==> src/rtl/game_pkg.sv <==
// rtl/game_pkg.sv - shared state encodings and serve constants for the brick-breaker game
package game_pkg;

  typedef enum logic [2:0] {
    S_IDLE  = 3'd0,
    S_SERVE = 3'd1,
    S_PLAY  = 3'd2,
    S_MISS  = 3'd3,
    S_WIN   = 3'd4,
    S_OVER  = 3'd5
  } state_t;

  // Serve position and launch vector loaded by the top level on serve_load
  localparam int         SERVE_X   = 320;
  localparam int         SERVE_Y   = 240;
  localparam int         SERVE_VX  = 8;
  localparam int         SERVE_VY  = 6;
  localparam logic [1:0] SERVE_DIR = 2'b10;

  // Paddle line; the ball counts as missed a few pixels below it
  localparam int         PADDLE_Y  = 467;

endpackage

==> src/rtl/game_state_ctrl_if.sv <==
// rtl/game_state_ctrl_if.sv - ball-controller to game-state-controller signal bundle
interface game_state_ctrl_if;

  logic        key_start;
  logic        collision_trig;
  logic [9:0]  ball_y;
  logic        bricks_empty;
  logic        run;
  logic        serve_load;
  logic        game_start;
  logic [2:0]  state;
  logic [1:0]  lives;
  logic [15:0] score;
  logic        game_over;
  logic        win;

  // Upstream side: ball controller / keyboard, consumes the control outputs
  modport master (
    output key_start, collision_trig, ball_y, bricks_empty,
    input  run, serve_load, game_start, state, lives, score, game_over, win
  );

  // Controller side
  modport slave (
    input  key_start, collision_trig, ball_y, bricks_empty,
    output run, serve_load, game_start, state, lives, score, game_over, win
  );

endinterface

==> src/rtl/game_state_ctrl_bcd_score4.sv <==
// rtl/game_state_ctrl_bcd_score4.sv - 4-digit BCD score accumulator with saturation at 9999
module bcd_score4 (
  input  logic        clk_22,
  input  logic        rst,
  input  logic        clr,
  input  logic        inc,
  input  logic [3:0]  amount,
  output logic [15:0] score
);

  logic [15:0] sum;
  logic        carry;
  logic [4:0]  digit;

  // Ripple the amount through the four decimal digits; a carry out of digit 3 means overflow
  always_comb begin
    sum   = score;
    carry = 1'b0;
    digit = 5'd0;
    for (int i = 0; i < 4; i++) begin
      digit = {1'b0, score[4*i +: 4]} + {1'b0, (i == 0) ? amount : 4'd0} + {4'd0, carry};
      if (digit > 5'd9) begin
        sum[4*i +: 4] = 4'(digit - 5'd10);
        carry         = 1'b1;
      end else begin
        sum[4*i +: 4] = digit[3:0];
        carry         = 1'b0;
      end
    end
  end

  // Clear wins over increment; overflow pins the display at 9999 instead of wrapping
  always_ff @(posedge clk_22 or posedge rst) begin
    if (rst) begin
      score <= 16'h0000;
    end else if (clr) begin
      score <= 16'h0000;
    end else if (inc) begin
      score <= carry ? 16'h9999 : sum;
    end
  end

endmodule

==> src/rtl/game_state_ctrl.sv <==
// rtl/game_state_ctrl.sv - round, lives and score controller for the brick-breaker game
module game_state_ctrl
  import game_pkg::*;
#(
  parameter int LIVES_INIT   = 3,
  parameter int MISS_Y       = PADDLE_Y + 3,
  parameter int SERVE_DELAY  = 24,
  parameter int BRICK_POINTS = 1,
  parameter int END_HOLD     = 48
) (
  input logic               clk_22,
  input logic               rst,
  game_state_ctrl_if.slave  bus
);

  localparam int SW = (SERVE_DELAY > 1) ? $clog2(SERVE_DELAY) : 1;
  localparam int EW = (END_HOLD > 1) ? $clog2(END_HOLD) : 1;

  state_t      st;
  logic        key_q;
  logic [SW-1:0] serve_cnt;
  logic [EW-1:0] end_cnt;
  logic [1:0]  lives;
  logic        run;
  logic        serve_load;
  logic        game_start;
  logic        game_over;
  logic        win;

  logic        start_edge;
  logic        end_done;
  logic        miss;
  logic        accept_start;
  logic        score_inc;

  assign start_edge   = bus.key_start & ~key_q;
  assign end_done     = (end_cnt == EW'(END_HOLD - 1));
  assign miss         = (bus.ball_y >= 10'(MISS_Y));
  // A new game may begin from idle, or from an end screen once it has been shown long enough
  assign accept_start = start_edge &
                        ((st == S_IDLE) | (((st == S_WIN) | (st == S_OVER)) & end_done));
  assign score_inc    = (st == S_PLAY) & bus.collision_trig;

  bcd_score4 u_score (
    .clk_22 (clk_22),
    .rst    (rst),
    .clr    (accept_start),
    .inc    (score_inc),
    .amount (4'(BRICK_POINTS)),
    .score  (bus.score)
  );

  // Game-tick FSM: every output is registered so a decision shows up one tick later
  always_ff @(posedge clk_22 or posedge rst) begin
    if (rst) begin
      st         <= S_IDLE;
      key_q      <= 1'b0;
      serve_cnt  <= '0;
      end_cnt    <= '0;
      lives      <= 2'(LIVES_INIT);
      run        <= 1'b0;
      serve_load <= 1'b0;
      game_start <= 1'b0;
      game_over  <= 1'b0;
      win        <= 1'b0;
    end else begin
      key_q      <= bus.key_start;
      serve_load <= 1'b0;
      game_start <= 1'b0;
      case (st)
        S_IDLE: begin
          run <= 1'b0;
          if (accept_start) begin
            lives      <= 2'(LIVES_INIT);
            game_start <= 1'b1;
            serve_load <= 1'b1;
            serve_cnt  <= '0;
            st         <= S_SERVE;
          end
        end
        S_SERVE: begin
          run <= 1'b0;
          if (serve_cnt == SW'(SERVE_DELAY - 1)) begin
            run <= 1'b1;
            st  <= S_PLAY;
          end else begin
            serve_cnt <= serve_cnt + SW'(1);
          end
        end
        S_PLAY: begin
          run <= 1'b1;
          // An empty field beats a simultaneous miss, so the last life is never lost on a win
          if (bus.bricks_empty) begin
            run     <= 1'b0;
            win     <= 1'b1;
            end_cnt <= '0;
            st      <= S_WIN;
          end else if (miss) begin
            run <= 1'b0;
            if (lives > 2'd1) begin
              lives      <= lives - 2'd1;
              serve_load <= 1'b1;
              serve_cnt  <= '0;
              st         <= S_MISS;
            end else begin
              lives     <= 2'd0;
              game_over <= 1'b1;
              end_cnt   <= '0;
              st        <= S_OVER;
            end
          end
        end
        S_MISS: begin
          run       <= 1'b0;
          serve_cnt <= '0;
          st        <= S_SERVE;
        end
        S_WIN, S_OVER: begin
          run <= 1'b0;
          if (accept_start) begin
            win        <= 1'b0;
            game_over  <= 1'b0;
            lives      <= 2'(LIVES_INIT);
            game_start <= 1'b1;
            serve_load <= 1'b1;
            serve_cnt  <= '0;
            st         <= S_SERVE;
          end else if (!end_done) begin
            end_cnt <= end_cnt + EW'(1);
          end
        end
        default: begin
          run <= 1'b0;
          st  <= S_IDLE;
        end
      endcase
    end
  end

  assign bus.state      = st;
  assign bus.run        = run;
  assign bus.serve_load = serve_load;
  assign bus.game_start = game_start;
  assign bus.lives      = lives;
  assign bus.game_over  = game_over;
  assign bus.win        = win;

endmodule
==> src/flat_wrapper.sv <==
// flat-port wrapper written by rule: the top's interface ports become plain ports
module game_state_ctrl_flat import game_pkg::*;
#(
  parameter int LIVES_INIT   = 3,
  parameter int MISS_Y       = PADDLE_Y + 3,
  parameter int SERVE_DELAY  = 24,
  parameter int BRICK_POINTS = 1,
  parameter int END_HOLD     = 48
)
  (clk_22, rst, bus_key_start, bus_collision_trig, bus_ball_y, bus_bricks_empty, bus_run, bus_serve_load, bus_game_start, bus_state, bus_lives, bus_score, bus_game_over, bus_win);
  game_state_ctrl_if bus_i ();
  input logic clk_22;
  input logic rst;
  input wire logic [$bits(bus_i.key_start)-1:0] bus_key_start;
  input wire logic [$bits(bus_i.collision_trig)-1:0] bus_collision_trig;
  input wire logic [$bits(bus_i.ball_y)-1:0] bus_ball_y;
  input wire logic [$bits(bus_i.bricks_empty)-1:0] bus_bricks_empty;
  output wire logic [$bits(bus_i.run)-1:0] bus_run;
  output wire logic [$bits(bus_i.serve_load)-1:0] bus_serve_load;
  output wire logic [$bits(bus_i.game_start)-1:0] bus_game_start;
  output wire logic [$bits(bus_i.state)-1:0] bus_state;
  output wire logic [$bits(bus_i.lives)-1:0] bus_lives;
  output wire logic [$bits(bus_i.score)-1:0] bus_score;
  output wire logic [$bits(bus_i.game_over)-1:0] bus_game_over;
  output wire logic [$bits(bus_i.win)-1:0] bus_win;
  assign bus_i.key_start = bus_key_start;
  assign bus_i.collision_trig = bus_collision_trig;
  assign bus_i.ball_y = bus_ball_y;
  assign bus_i.bricks_empty = bus_bricks_empty;
  assign bus_run = bus_i.run;
  assign bus_serve_load = bus_i.serve_load;
  assign bus_game_start = bus_i.game_start;
  assign bus_state = bus_i.state;
  assign bus_lives = bus_i.lives;
  assign bus_score = bus_i.score;
  assign bus_game_over = bus_i.game_over;
  assign bus_win = bus_i.win;
  game_state_ctrl #(.LIVES_INIT(LIVES_INIT), .MISS_Y(MISS_Y), .SERVE_DELAY(SERVE_DELAY), .BRICK_POINTS(BRICK_POINTS), .END_HOLD(END_HOLD)) u_core (.clk_22(clk_22), .rst(rst), .bus(bus_i));
endmodule
==> config.mk <==
export PLATFORM = sky130hd
export DESIGN_NAME = game_state_ctrl_flat
export DESIGN_NICKNAME = d
export VERILOG_FILES = /design/src/rtl/game_pkg.sv /design/src/rtl/game_state_ctrl_if.sv /design/src/rtl/game_state_ctrl_bcd_score4.sv /design/src/rtl/game_state_ctrl.sv /design/src/flat_wrapper.sv
export SDC_FILE = /design/constraint.sdc
export NUM_CORES = 1
export LEC_CHECK = 0
export CAP_MARGIN = 20
export CORE_AREA = 2 2 76 78
export DETAILED_ROUTE_END_ITERATION = 10
export DIE_AREA = 0 0 78 80
export PLACE_DENSITY = 0.69
export RECOVER_POWER = 50
export SYNTH_ARGS = -nofsm -noshare
export SYNTH_HDL_FRONTEND = slang
export SYNTH_SLANG_ARGS = --single-unit
==> constraint.sdc <==
create_clock -name clk_22 -period 12.6 [get_ports clk_22]
set_input_delay 3.78 -clock clk_22 [delete_from_list [all_inputs] [get_ports clk_22]]
set_output_delay 3.78 -clock clk_22 [all_outputs]
set_load 0.05 [all_outputs]
# == Word-level counts from Yosys, hierarchy flattened ==
# Cells that the tools add are included.
# word_totals
register_bits,38
out_inout_bits,26
input_bits,15
# op_classes
muxes,51
eq_ne,20
n_reduce_logical,13
magnitude_cmp,6
n_bitwise,7
add_sub_neg,11
# ops
cell,n
$mux W16,3
$mux W6,5
$mux W5,5
$gt A5 B4 Y1 const B,4
$pmux W5 S4,1
$mux W1,17
$mux W4,4
$sub A4 B4 Y4 const B,4
$add A4 B1 Y5,3
$mux W3,5
$ne A2 B2 Y1 const B,7
$pmux W3 S4,1
$pmux W6 S2,1
$ge A10 B9 Y1 const B,1
$reduce_and A5 Y1,2
$mux W2,4
$ne A2 B1 Y1 const B,4
$pmux W1 S2,4
$add A6 B1 Y6 const B,1
$eq A3 B2 Y1 const B,2
$eq A3 B3 Y1 const B,2
$eq A6 B6 Y1 const B,1
$reduce_and A3 Y1,2
$reduce_and A6 Y1,1
18 further kinds,24

# == Logic depth before layout (Yosys ltp) ==
# Gate-level depths: netlist of run 1.
# logic_depth
ltp_word,15
depth_mapped,25
ltp_nobuf,25

# == Hierarchy ==
# A second synthesis of run 1 with hierarchy kept.
# unflattened
cells_unflattened,287
area_unflattened_um2,2608.8
# by_module_without_submodules
mod,n_inst,area_per_inst_um2,cells_per_inst,seq_area_each_um2
bcd_score4,1,1371.3,162,400.4
game_state_ctrl,1,1237.4,125,553.0

# == Least setup slack after synthesis of run 1 ==
# OpenSTA, ideal clock, no wires.
# synth_timing
path_type,register to register
startpoint,register u_core.u_score.score[0]
endpoint,register u_core.u_score.score[1]
setup_time_ns,0.080
t_arrival_ns,5.606
period_less_slack_ns,5.687
t_required_ns,12.520
path_stages_with_launch,26
n_path_buf,0
path_slack_ns,6.913
cell_sequence,dfrtp_1 inv_1 ha_1 inv_1 ha_1 nand2b_1 a21oi_1 o21ai_0 nor2_1 ha_1 ha_1 nand2b_1 mux2i_1 nor2_1 ha_1 ha_1 o21ai_0 or2_2 a2bb2oi_2 ha_1 ha_1 nand2b_1 a211o_1 o31a_2 or4_1 o211ai_2
# synth_between
elab_chain_cells,15
elab_cells_between_ends,17
cone_classes,add/sub: 5; order compare: 4; mux: 8
# synth_rtl
element,line,text
start: declaration,game_state_ctrl_bcd_score4.sv:8,output logic [15:0] score
start signal: assignment,game_state_ctrl_bcd_score4.sv:39,score <= carry ? 16'h9999 : sum;
$add A4 B1 Y5 (*),game_state_ctrl_bcd_score4.sv:21,"digit = {1'b0, score[4*i +: 4]} + {1'b0, (i == 0) ? amount : 4'd0} + {4'd0, carry};"
$gt A5 B4 Y1,game_state_ctrl_bcd_score4.sv:22,if (digit > 5'd9) begin
$mux W1,game_state_ctrl_bcd_score4.sv:22,
$add A4 B1 Y5,game_state_ctrl_bcd_score4.sv:21,
$gt A5 B4 Y1,game_state_ctrl_bcd_score4.sv:22,
$mux W1,game_state_ctrl_bcd_score4.sv:22,
$add A4 B1 Y5,game_state_ctrl_bcd_score4.sv:21,
$gt A5 B4 Y1,game_state_ctrl_bcd_score4.sv:22,
$mux W1,game_state_ctrl_bcd_score4.sv:22,
$add A4 B1 Y5,game_state_ctrl_bcd_score4.sv:21,
$gt A5 B4 Y1,game_state_ctrl_bcd_score4.sv:22,
$mux W1,game_state_ctrl_bcd_score4.sv:22,
$mux W16 (*),game_state_ctrl_bcd_score4.sv:39,
$mux W16 (*),game_state_ctrl_bcd_score4.sv:38,end else if (inc) begin
$mux W16 (*),game_state_ctrl_bcd_score4.sv:36,end else if (clr) begin
# Mark *: on every way between the ends. The rest lies on a longest branch, timed or not. The select of a mux whose other input is x is not followed.
# A chain may end at the register's enable or synchronous reset.

# == Worst setup path in the final report of run 1 ==
# Same ends and word-level chain as after synthesis.

==> results_dict.tcl, run 1 <==
set metrics [dict create \
    wl_um 5060 \
    n_antenna_cell 0 \
    drc 0 \
    drt_pass1_iterations 4 \
    path_clk_slew_ns 0.07 \
    p_leak_nw 1.21 \
    cpMostUsedCell "ha_1" \
    grt_max_degree 39 \
    worstPathRequired_ns 12.82 \
    max_freq_mhz 169 \
    yosysSeqAreaShare_pct 39.8 \
    instances_no_fill 376 \
    combPwrFrac_pct 6.5 \
    cp-start-kind "register" \
    critPathBufInv 2 \
    grt_pass1_wl_um 8710 \
    die_y_um 80 \
    power.switching_mw 0.0515 \
    cts.sinks 38 \
    violations "capacitance limit, slew limit" \
    hold_buffers 0 \
    synth_xor_area_share_pct 2.56 \
    io_buffers 39 \
    cts_made_buffers 5 \
    grt_usage_pct 17.3 \
    vdd_drop_max_uv 42.5 \
    worst_pin_slew_ns 2.06 \
    rsz0062_at_grt "no" \
    antenna_left 0 \
    synth_seq_cells 38 \
    fp.dieW_um 78 \
    synth_cells 263 \
    worst-setup-path-type "register to register" \
    hp-start "u_core.bus.lives[1]" \
    dp_hpwl_um 3690 \
    hold_violations 0 \
    die_area_um2 6240 \
    synth-compound-area-share_pct 25.1 \
    start_util_pct 44.3 \
    finalCritPeriodShare_pct 47.0 \
    rows 27 \
    viasPerCell 5.63 \
    post_cts_resized 0 \
    insertion_delay_ns 0.29 \
    pre_cts_ws_ns 6.70 \
    grt_pass1_vias 1965 \
    layout.nets 331 \
    endpoint_kind "register" \
    hold_class "register to register" \
    synth_fp_nets 291 \
    worst_ep_arrival_time_ns 6.14 \
    final_layout_size_suffix_gt1_share_pct 7.57 \
    finalSetupTns_ns 0 \
    synthFlopType "dfrtp_1" \
    syn_area_um2 2390 \
    dr.first_iter.drc_count 134 \
    syn_area_per_cell_um2 9.10 \
    yosys.area_share.simple_pct 20.0 \
    synth_top_family_by_area "compound AO/OA/AOI/OAI gates" \
    grt.overflow.total 0 \
    antenna_found_initial 0 \
    yosys-mux-area-fraction_pct 2.25 \
    synth_edf_count 0 \
    clockBufferDepth 2 \
    synth_cell_types 54 \
    cp_slowest_cell "or4_1" \
    core_um2 5410 \
    yosys_warnings 0 \
    gp_congestion 0.844 \
    fin_skew_ns 0.00390 \
    status "complete, but fails checks" \
    io-pin-count 41 \
    swShare_pct 22.9 \
    synth-adder-area-share_pct 6.80 \
    critPathTopFamily "adder cells" \
    syn_to_final_growth_pct 22.5 \
    p_per_area_nw_per_um2 76.6 \
    async_flop_share_pct 100 \
    worst_slack_ns 6.68 \
    period_needed_ns 5.92 \
    crit_fanout 9 \
    vias 2116 \
    drv_cap 1 \
    hold_ws_ns 0.522 \
    cpPeakStageDelay_ns 0.54 \
    wl_per_cell_um 13.4 \
    crit_start "u_core.u_score.score[0]" \
    cts_root_buf "clkbuf_8" \
    setup_violations 0 \
    p_int_mw 0.173 \
    timing.rr.start "u_core.u_score.score[0]" \
    pwr-share-clk_pct 38.5 \
    cts_tree "done" \
    relSlewSlack_pct -37.5 \
    htreeDepth 2 \
    cts_setup_buffers 0 \
    dp_cells 368 \
    slew_violations 39 \
    p_seq_share_pct 55.0 \
]
[routing by layer]
metal | track usage [%] | routed length (um) | vias to the layer above
met5 | 0 | 0 | -
met4 | 6.49 | 71 | 0
met3 | 2.60 | 190 | 8
met2 | 30.8 | 2500 | 42
met1 | 21.2 | 2300 | 1009
li1 | - | - | 1057
[cells in the mapped netlist, types with 3 or more instances]
cell type,count,area [um^2]
mux2_2,3,33.8
nor2b_1,3,18.8
nand3_1,4,20.0
a21oi_1,27,135
nand2_1,20,75.1
a31oi_1,8,50.1
o31ai_1,4,30.0
ha_1,13,163
inv_1,11,41.3
xnor2_1,6,52.6
dfrtp_1,36,901
nand4b_1,3,26.3
o21ai_0,31,155
clkbuf_1,3,11.3
buf_2,4,20.0
nor2_1,20,75.1
a22o_1,3,26.3
nand2b_1,11,68.8
nor3_1,6,30.0
[state kept, by name, indices dropped and copies added, names as in the netlist, 2 cells and up]
| signal | cells |
|---|---|
| u_core.end_cnt | 6 |
| u_core.u_score.score | 16 |
| u_core.bus.state | 3 |
| u_core.bus.lives | 2 |
| u_core.serve_cnt | 5 |
[through the flow]
step	utilization [%]	power [mW]	area, um^2
floorplan	-	0.133	2390
global placement	52.5	0.141	2840
detailed placement	52.6	0.141	2840
CTS	54.3	0.227	2940
global route	54.2	0.233	2930
finish	54.2	0.224	2930
[path summary, 6_finish.rpt]
| path | endpoint | slack (ns) | depth (start not counted) |
|---|---|---|---|
| max | u_core.u_score.score[1] | 6.68 | 25 |
| min | u_core.bus.lives[1] | 0.52 | 2 |
| max reg2reg | u_core.u_score.score[1] | 6.68 | 25 |
| min reg2reg | u_core.bus.lives[1] | 0.52 | 2 |
| max in group asynchronous | u_core.u_score.score[7] | 6.75 | 3 |
| min in group asynchronous | u_core.bus.game_start | 4.68 | 3 |
[power groups by stage]
stage               clock, mW  sequential [mW]  combinational (mW)
floorplan                   0            0.128             0.00576
global placement            0            0.126              0.0150
detailed placement          0            0.126              0.0152
CTS                    0.0887            0.123              0.0152
global route           0.0935            0.124              0.0160
finish                 0.0865            0.123              0.0145
[worst register-to-register path: stages (launching register included)]
cell	delay, ns
dfrtp_1	0.44
inv_1	0.07
ha_1	0.35
inv_1	0.11
ha_1	0.15
nand2b_1	0.05
a21oi_1	0.18
o21ai_0	0.19
nor2_1	0.21
ha_1	0.25
ha_1	0.28
nor2b_1	0.09
a211oi_1	0.28
nor2_1	0.14
ha_1	0.23
ha_1	0.37
o21ai_0	0.10
or2_2	0.29
a2bb2oi_2	0.27
ha_1	0.26
ha_1	0.27
nand2b_1	0.17
a211o_1	0.32
o31a_2	0.19
or4_1	0.54
o211ai_2	0.08
[logic make-up (layout without fill, tap and decap cells)]
family	count (synthesis)	after routing
muxes	5	5
xor gates and xnor gates	7	7
DFF	38	38
AOI/OAI and AO/OA	95	95
adders and majority gates	13	13
and+or+nand+nor	86	86
buffers and inverters	19	60
[cell type report]
cell class / count / area (um^2)
fillers: 489 / 2470
multi-input cells: 206 / 1360
flip-flops and latches: 38 / 953
repair buffers: 41 / 399
well taps: 72 / 90.1
clock buffers: 7 / 86.3
inverters: 11 / 41.3
clock inverters: 1 / 5.00
[cells in the final DEF, fill, tap and decap left out, drive strengths merged, types with 3 or more instances in the layout]
master | Yosys | layout
nor2b | 3 | 3
a21oi | 27 | 27
o21ai | 32 | 32
dfrtp | 36 | 36
inv | 11 | 11
a22o | 3 | 3
a2bb2oi | 3 | 3
a31oi | 8 | 8
clkdlybuf4s50 | 0 | 35
clkbuf | 3 | 8
mux2 | 3 | 3
nor3 | 7 | 7
nand2 | 20 | 20
ha | 13 | 13
o31ai | 4 | 4
nor2 | 20 | 20
o211ai | 3 | 3
nand3 | 4 | 4
xnor2 | 6 | 6
nand4b | 3 | 3
nand2b | 11 | 11
dlygate4sd3 | 0 | 4
Note: power is estimated with default switching activity, not from simulation.
==> inputs of run 2 (changes only) <==
Settings changed: PLACE_DENSITY 0.69 to 0.71.
Clock period 12.6 ns to 5.2 ns, I/O delays scaled along.
==> results_dict.tcl, run 2 (synthesis results as in run 1) <==
set metrics [dict create \
    cts_tree "done" \
    cts_root_buf "clkbuf_8" \
    io_buffers 39 \
    p_per_area_nw_per_um2 170 \
    cp_slowest_cell "or4_4" \
    hold_violations 0 \
    cts_made_buffers 5 \
    hold_class "register to register" \
    rows 27 \
    relSlewSlack_pct 17.8 \
    finalCritPeriodShare_pct 96.3 \
    start_util_pct 44.3 \
    layout_common_cells "clkdlybuf4s50_1, dfrtp_1, o21ai_0" \
    n_antenna_cell 0 \
    drt_pass1_iterations 4 \
    stdcell_area_um2 3200 \
    antenna_found_initial 0 \
    dpl_cell_area_um2 3060 \
    gp_congestion 0.831 \
    hold_ws_ns 0.504 \
    grt_pass1_vias 2069 \
    p_total_mw 0.544 \
    htreeDepth 2 \
    fp.dieW_um 78 \
    dp_cells 383 \
    wl_per_cell_um 13.7 \
    die_area_um2 6240 \
    instances_no_fill 396 \
    worst_pin_slew_ns 1.23 \
    grt_usage_pct 18.5 \
    vdd_drop_max_uv 119 \
    worstPathRequired_ns 5.42 \
    cpPeakStageDelay_ns 0.52 \
    clockBufferDepth 2 \
    viasPerCell 5.53 \
    largest_register_ff_count 16 \
    cts.sinks 38 \
    layout.nets 351 \
    slew_violations 0 \
    grt_max_degree 24 \
    cp-start-kind "register" \
    drv_cap 0 \
    dr.first_iter.drc_count 87 \
    dp_hpwl_um 3980 \
    status "completed" \
    worst_ep_arrival_time_ns 5.22 \
    core_um2 5410 \
    top_register "u_core.u_score.score" \
    path_clk_slew_ns 0.08 \
    crit_fanout 6 \
    io-pin-count 41 \
    grt_pass1_wl_um 9290 \
    worst-setup-path-type "register to register" \
    postLayoutCoreUtil_pct 59.1 \
    cpMostUsedCell "ha_4" \
    max_freq_mhz 200 \
    p_leak_nw 1.30 \
    setup_violations 0 \
    die_y_um 80 \
    wl_um 5410 \
    period_needed_ns 5.01 \
    drc 0 \
    grt.overflow.total 0 \
    layout_commonest_cell "clkdlybuf4s50_1" \
    insertion_delay_ns 0.29 \
    fin_skew_ns 0.0108 \
    vias 2188 \
    final_layout_size_suffix_gt1_share_pct 19.1 \
    endpoint_kind "register" \
    syn_to_final_growth_pct 33.6 \
    antenna_left 0 \
    largestRegisters "u_core.u_score.score (16), u_core.end_cnt (6), u_core.serve_cnt (5)" \
]
-- run 2: critical path: cells and delay by family, from the launching register on --
family / cells / cell delay [ns]
flip-flops: 1 / 0.41
multiplexers: 1 / 0.18
AND/OR/NAND/NOR: 8 / 1.62
buffers and inverters: 2 / 0.11
adder cells (fa/ha/maj): 8 / 1.78
AO/OA/AOI/OAI: 6 / 0.84
-- run 2: timing repair --
| item | in CTS | in global routing |
|---|---|---|
| hold buffers | 0 | 0 |
| setup buffers | 0 | 5 |
| setup endpoints to repair | 6 | 13 |
| hold endpoints to repair | 0 | 0 |
| pin swaps | 0 | 10 |
| gates resized for setup | 1 | 9 |
-- run 2: worst paths after layout --
| kind | from | cells past startpoint | slack (ns) | endpoint |
|---|---|---|---|---|
| setup / recovery | u_core.u_score.score[0] | 25 | 0.19 | u_core.u_score.score[1] |
| hold / removal | u_core.end_cnt[1] | 2 | 0.50 | u_core.end_cnt[1] |
| hold reg to reg | u_core.end_cnt[1] | 2 | 0.50 | u_core.end_cnt[1] |
| setup reg to reg | u_core.u_score.score[0] | 25 | 0.19 | u_core.u_score.score[1] |
| max in group asynchronous | rst | 3 | 2.08 | u_core.u_score.score[1] |
| min in group asynchronous | rst | 2 | 1.63 | u_core.u_score.score[9] |
-- run 2: layer usage --
| metal | GRT usage (%) | wire length, um | share of wire, % |
|---|---|---|---|
| met1 | 23.3 | 2420 | 45 |
| met2 | 32.1 | 2730 | 51 |
| met3 | 3.17 | 201 | 3.7 |
| met4 | 6.32 | 52 | 0.96 |
| met5 | 0 | 0 | 0 |
-- run 2: final cells by class --
class / count / area [um^2]
well taps: 72 / 90.1
inverters: 11 / 41.3
fillers: 478 / 2210
multi-input cells: 206 / 1470
flip-flops and latches: 38 / 957
clock buffers: 8 / 90.1
repair buffers: 61 / 548
-- run 2: through the flow --
step                       TNS, ns  setup WS (ns)
after global routing      -0.00232       -0.00232
final                            0          0.195
after global placement      -0.122        -0.0679
after CTS                        0         0.0191
after detailed placement    -0.182        -0.0875
after floorplan                  0         0.0143
-- run 2: power breakdown --
group	switching [mW]	internal (mW)
clock	0.102	0.108
sequential	0.00119	0.298
combinational	0.0207	0.0144
==> inputs of run 3 (changes only) <==
Settings changed: PLACE_DENSITY 0.71 to 0.69.
Clock period 5.2 ns to 6 ns, I/O delays scaled along.
==> results_dict.tcl, run 3 (synthesis results as in run 1) <==
set metrics [dict create \
    status "complete, but fails checks" \
    violations "capacitance limit, slew limit" \
    insertion_delay_ns 0.29 \
    grt_pass1_wl_um 9160 \
    instances_no_fill 377 \
    clockBufferDepth 2 \
    rows 27 \
    htreeDepth 2 \
    pre_cts_ws_ns 0.147 \
    worst-setup-path-type "register to register" \
    drc 0 \
    antenna_found_initial 0 \
    largest_register_ff_count 16 \
    grt.overflow.total 0 \
    cts_tree "done" \
    p_leak_nw 1.20 \
    reg2reg_to "u_core.u_score.score[1]" \
    cts.sinks 38 \
    vias 2139 \
    top_register "u_core.u_score.score" \
    finalSetupTns_ns 0 \
    finalCritPeriodShare_pct 93.0 \
    fin_skew_ns 0.00755 \
    stdcell_area_um2 2980 \
    wl_per_cell_um 13.9 \
    syn_to_final_growth_pct 24.5 \
    n_antenna_cell 0 \
    crit_fanout 7 \
    dp_hpwl_um 3730 \
    drt_pass1_iterations 4 \
    io_buffers 39 \
    worstPathRequired_ns 6.21 \
    start_util_pct 44.3 \
    layout_commonest_cell "clkdlybuf4s50_1" \
    dpl_cell_area_um2 2850 \
    endpoint_kind "register" \
    wl_um 5250 \
    cts_made_buffers 5 \
    relSlewSlack_pct -37.8 \
    dp_cells 369 \
    io-pin-count 41 \
    die_y_um 80 \
    layout.nets 333 \
    vdd_drop_max_uv 117 \
    worst_pin_slew_ns 2.07 \
    path_clk_slew_ns 0.07 \
    hold_ws_ns 0.514 \
    crit_start "u_core.u_score.score[0]" \
    whs_path_depth 2 \
    period_needed_ns 5.58 \
    hold_buffers 0 \
    gp_congestion 0.826 \
    hp-start "u_core.end_cnt[1]" \
    fp.dieW_um 78 \
    cts_root_buf "clkbuf_8" \
    grt_pass1_vias 2060 \
    seq_area_um2 956 \
    largestRegisters "u_core.u_score.score (16), u_core.end_cnt (6), u_core.serve_cnt (5)" \
    drv_cap 1 \
    die_area_um2 6240 \
    worst_ep_arrival_time_ns 5.79 \
    dr.first_iter.drc_count 56 \
    final_layout_size_suffix_gt1_share_pct 10.5 \
    viasPerCell 5.67 \
    max_freq_mhz 179 \
    antenna_left 0 \
    p_total_mw 0.452 \
    worstSetupEndpoint "u_core.u_score.score[1]" \
    postLayoutCoreUtil_pct 55.1 \
    multi_input_area_um2 1400 \
    core_um2 5410 \
    slew_violations 39 \
    cp-start-kind "register" \
    rrSetupSlack_ns 0.42 \
    timing.rr.start "u_core.u_score.score[0]" \
    grt_usage_pct 18.3 \
    p_per_area_nw_per_um2 152 \
    grt_max_degree 39 \
    worst_slack_ns 0.422 \
    hold_violations 0 \
    ff2ff_path_depth 24 \
    fillCellCount 509 \
    hold_class "register to register" \
    setup_violations 0 \
    layout_common_cells "clkdlybuf4s50_1, dfrtp_1, o21ai_0" \
]
-- run 3: what timing repair did --
action,in CTS,in global routing
buffers inserted,0,1
gates resized for setup,0,12
endpoints found under the setup margin,0,13
-- run 3: area by class of cell --
type	instances	share of cell area, %
timing repair buffer	43	14.0
tap	72	3.02
inverter	11	1.39
sequential	38	32.1
clock buffer	7	2.56
multi-input combinational	206	47.0
-- run 3: worst min-delay path by stage --
stage / endpoint / slack, ns
5_1_grt: u_core.bus.lives[1] / 0.54
4_1_cts: u_core.end_cnt[1] / 0.52
6_report: u_core.end_cnt[1] / 0.51
3_5_place_dp: u_core.end_cnt[1] / 0.51
3_3_place_gp: u_core.end_cnt[1] / 0.50
2_1_floorplan: u_core.end_cnt[1] / 0.47
-- run 3: worst max-delay path, stage by stage (launching register included) --
cell and delay, ns:
dfrtp_2 0.45, ha_1 0.30, xnor2_1 0.17, ha_1 0.16
nand2b_1 0.05, a21oi_1 0.24, o21ai_1 0.16, nor2_1 0.19
ha_2 0.25, ha_4 0.18, nor2b_1 0.07, a211oi_2 0.25
nor2_2 0.09, ha_1 0.21, ha_1 0.36, o21ai_0 0.11
or2_2 0.31, a2bb2oi_4 0.21, ha_2 0.24, ha_2 0.28
nand2b_1 0.16, a211o_1 0.32, o31a_2 0.13, or4_1 0.52
o211ai_2 0.08
-- run 3: report_power, final --
group	internal, mW	switching, mW
registers	0.258	0.00108
clock network	0.0799	0.0825
logic	0.0124	0.0180
total	0.351	0.102
-- run 3: layer usage --
layer | GRT usage [%] | wire length, um | part of all wire, %
met1 | 22.2 | 2280 | 44
met2 | 31.7 | 2660 | 51
met3 | 3.62 | 228 | 4.3
met4 | 8.07 | 76 | 1.4
met5 | 0 | 0 | 0
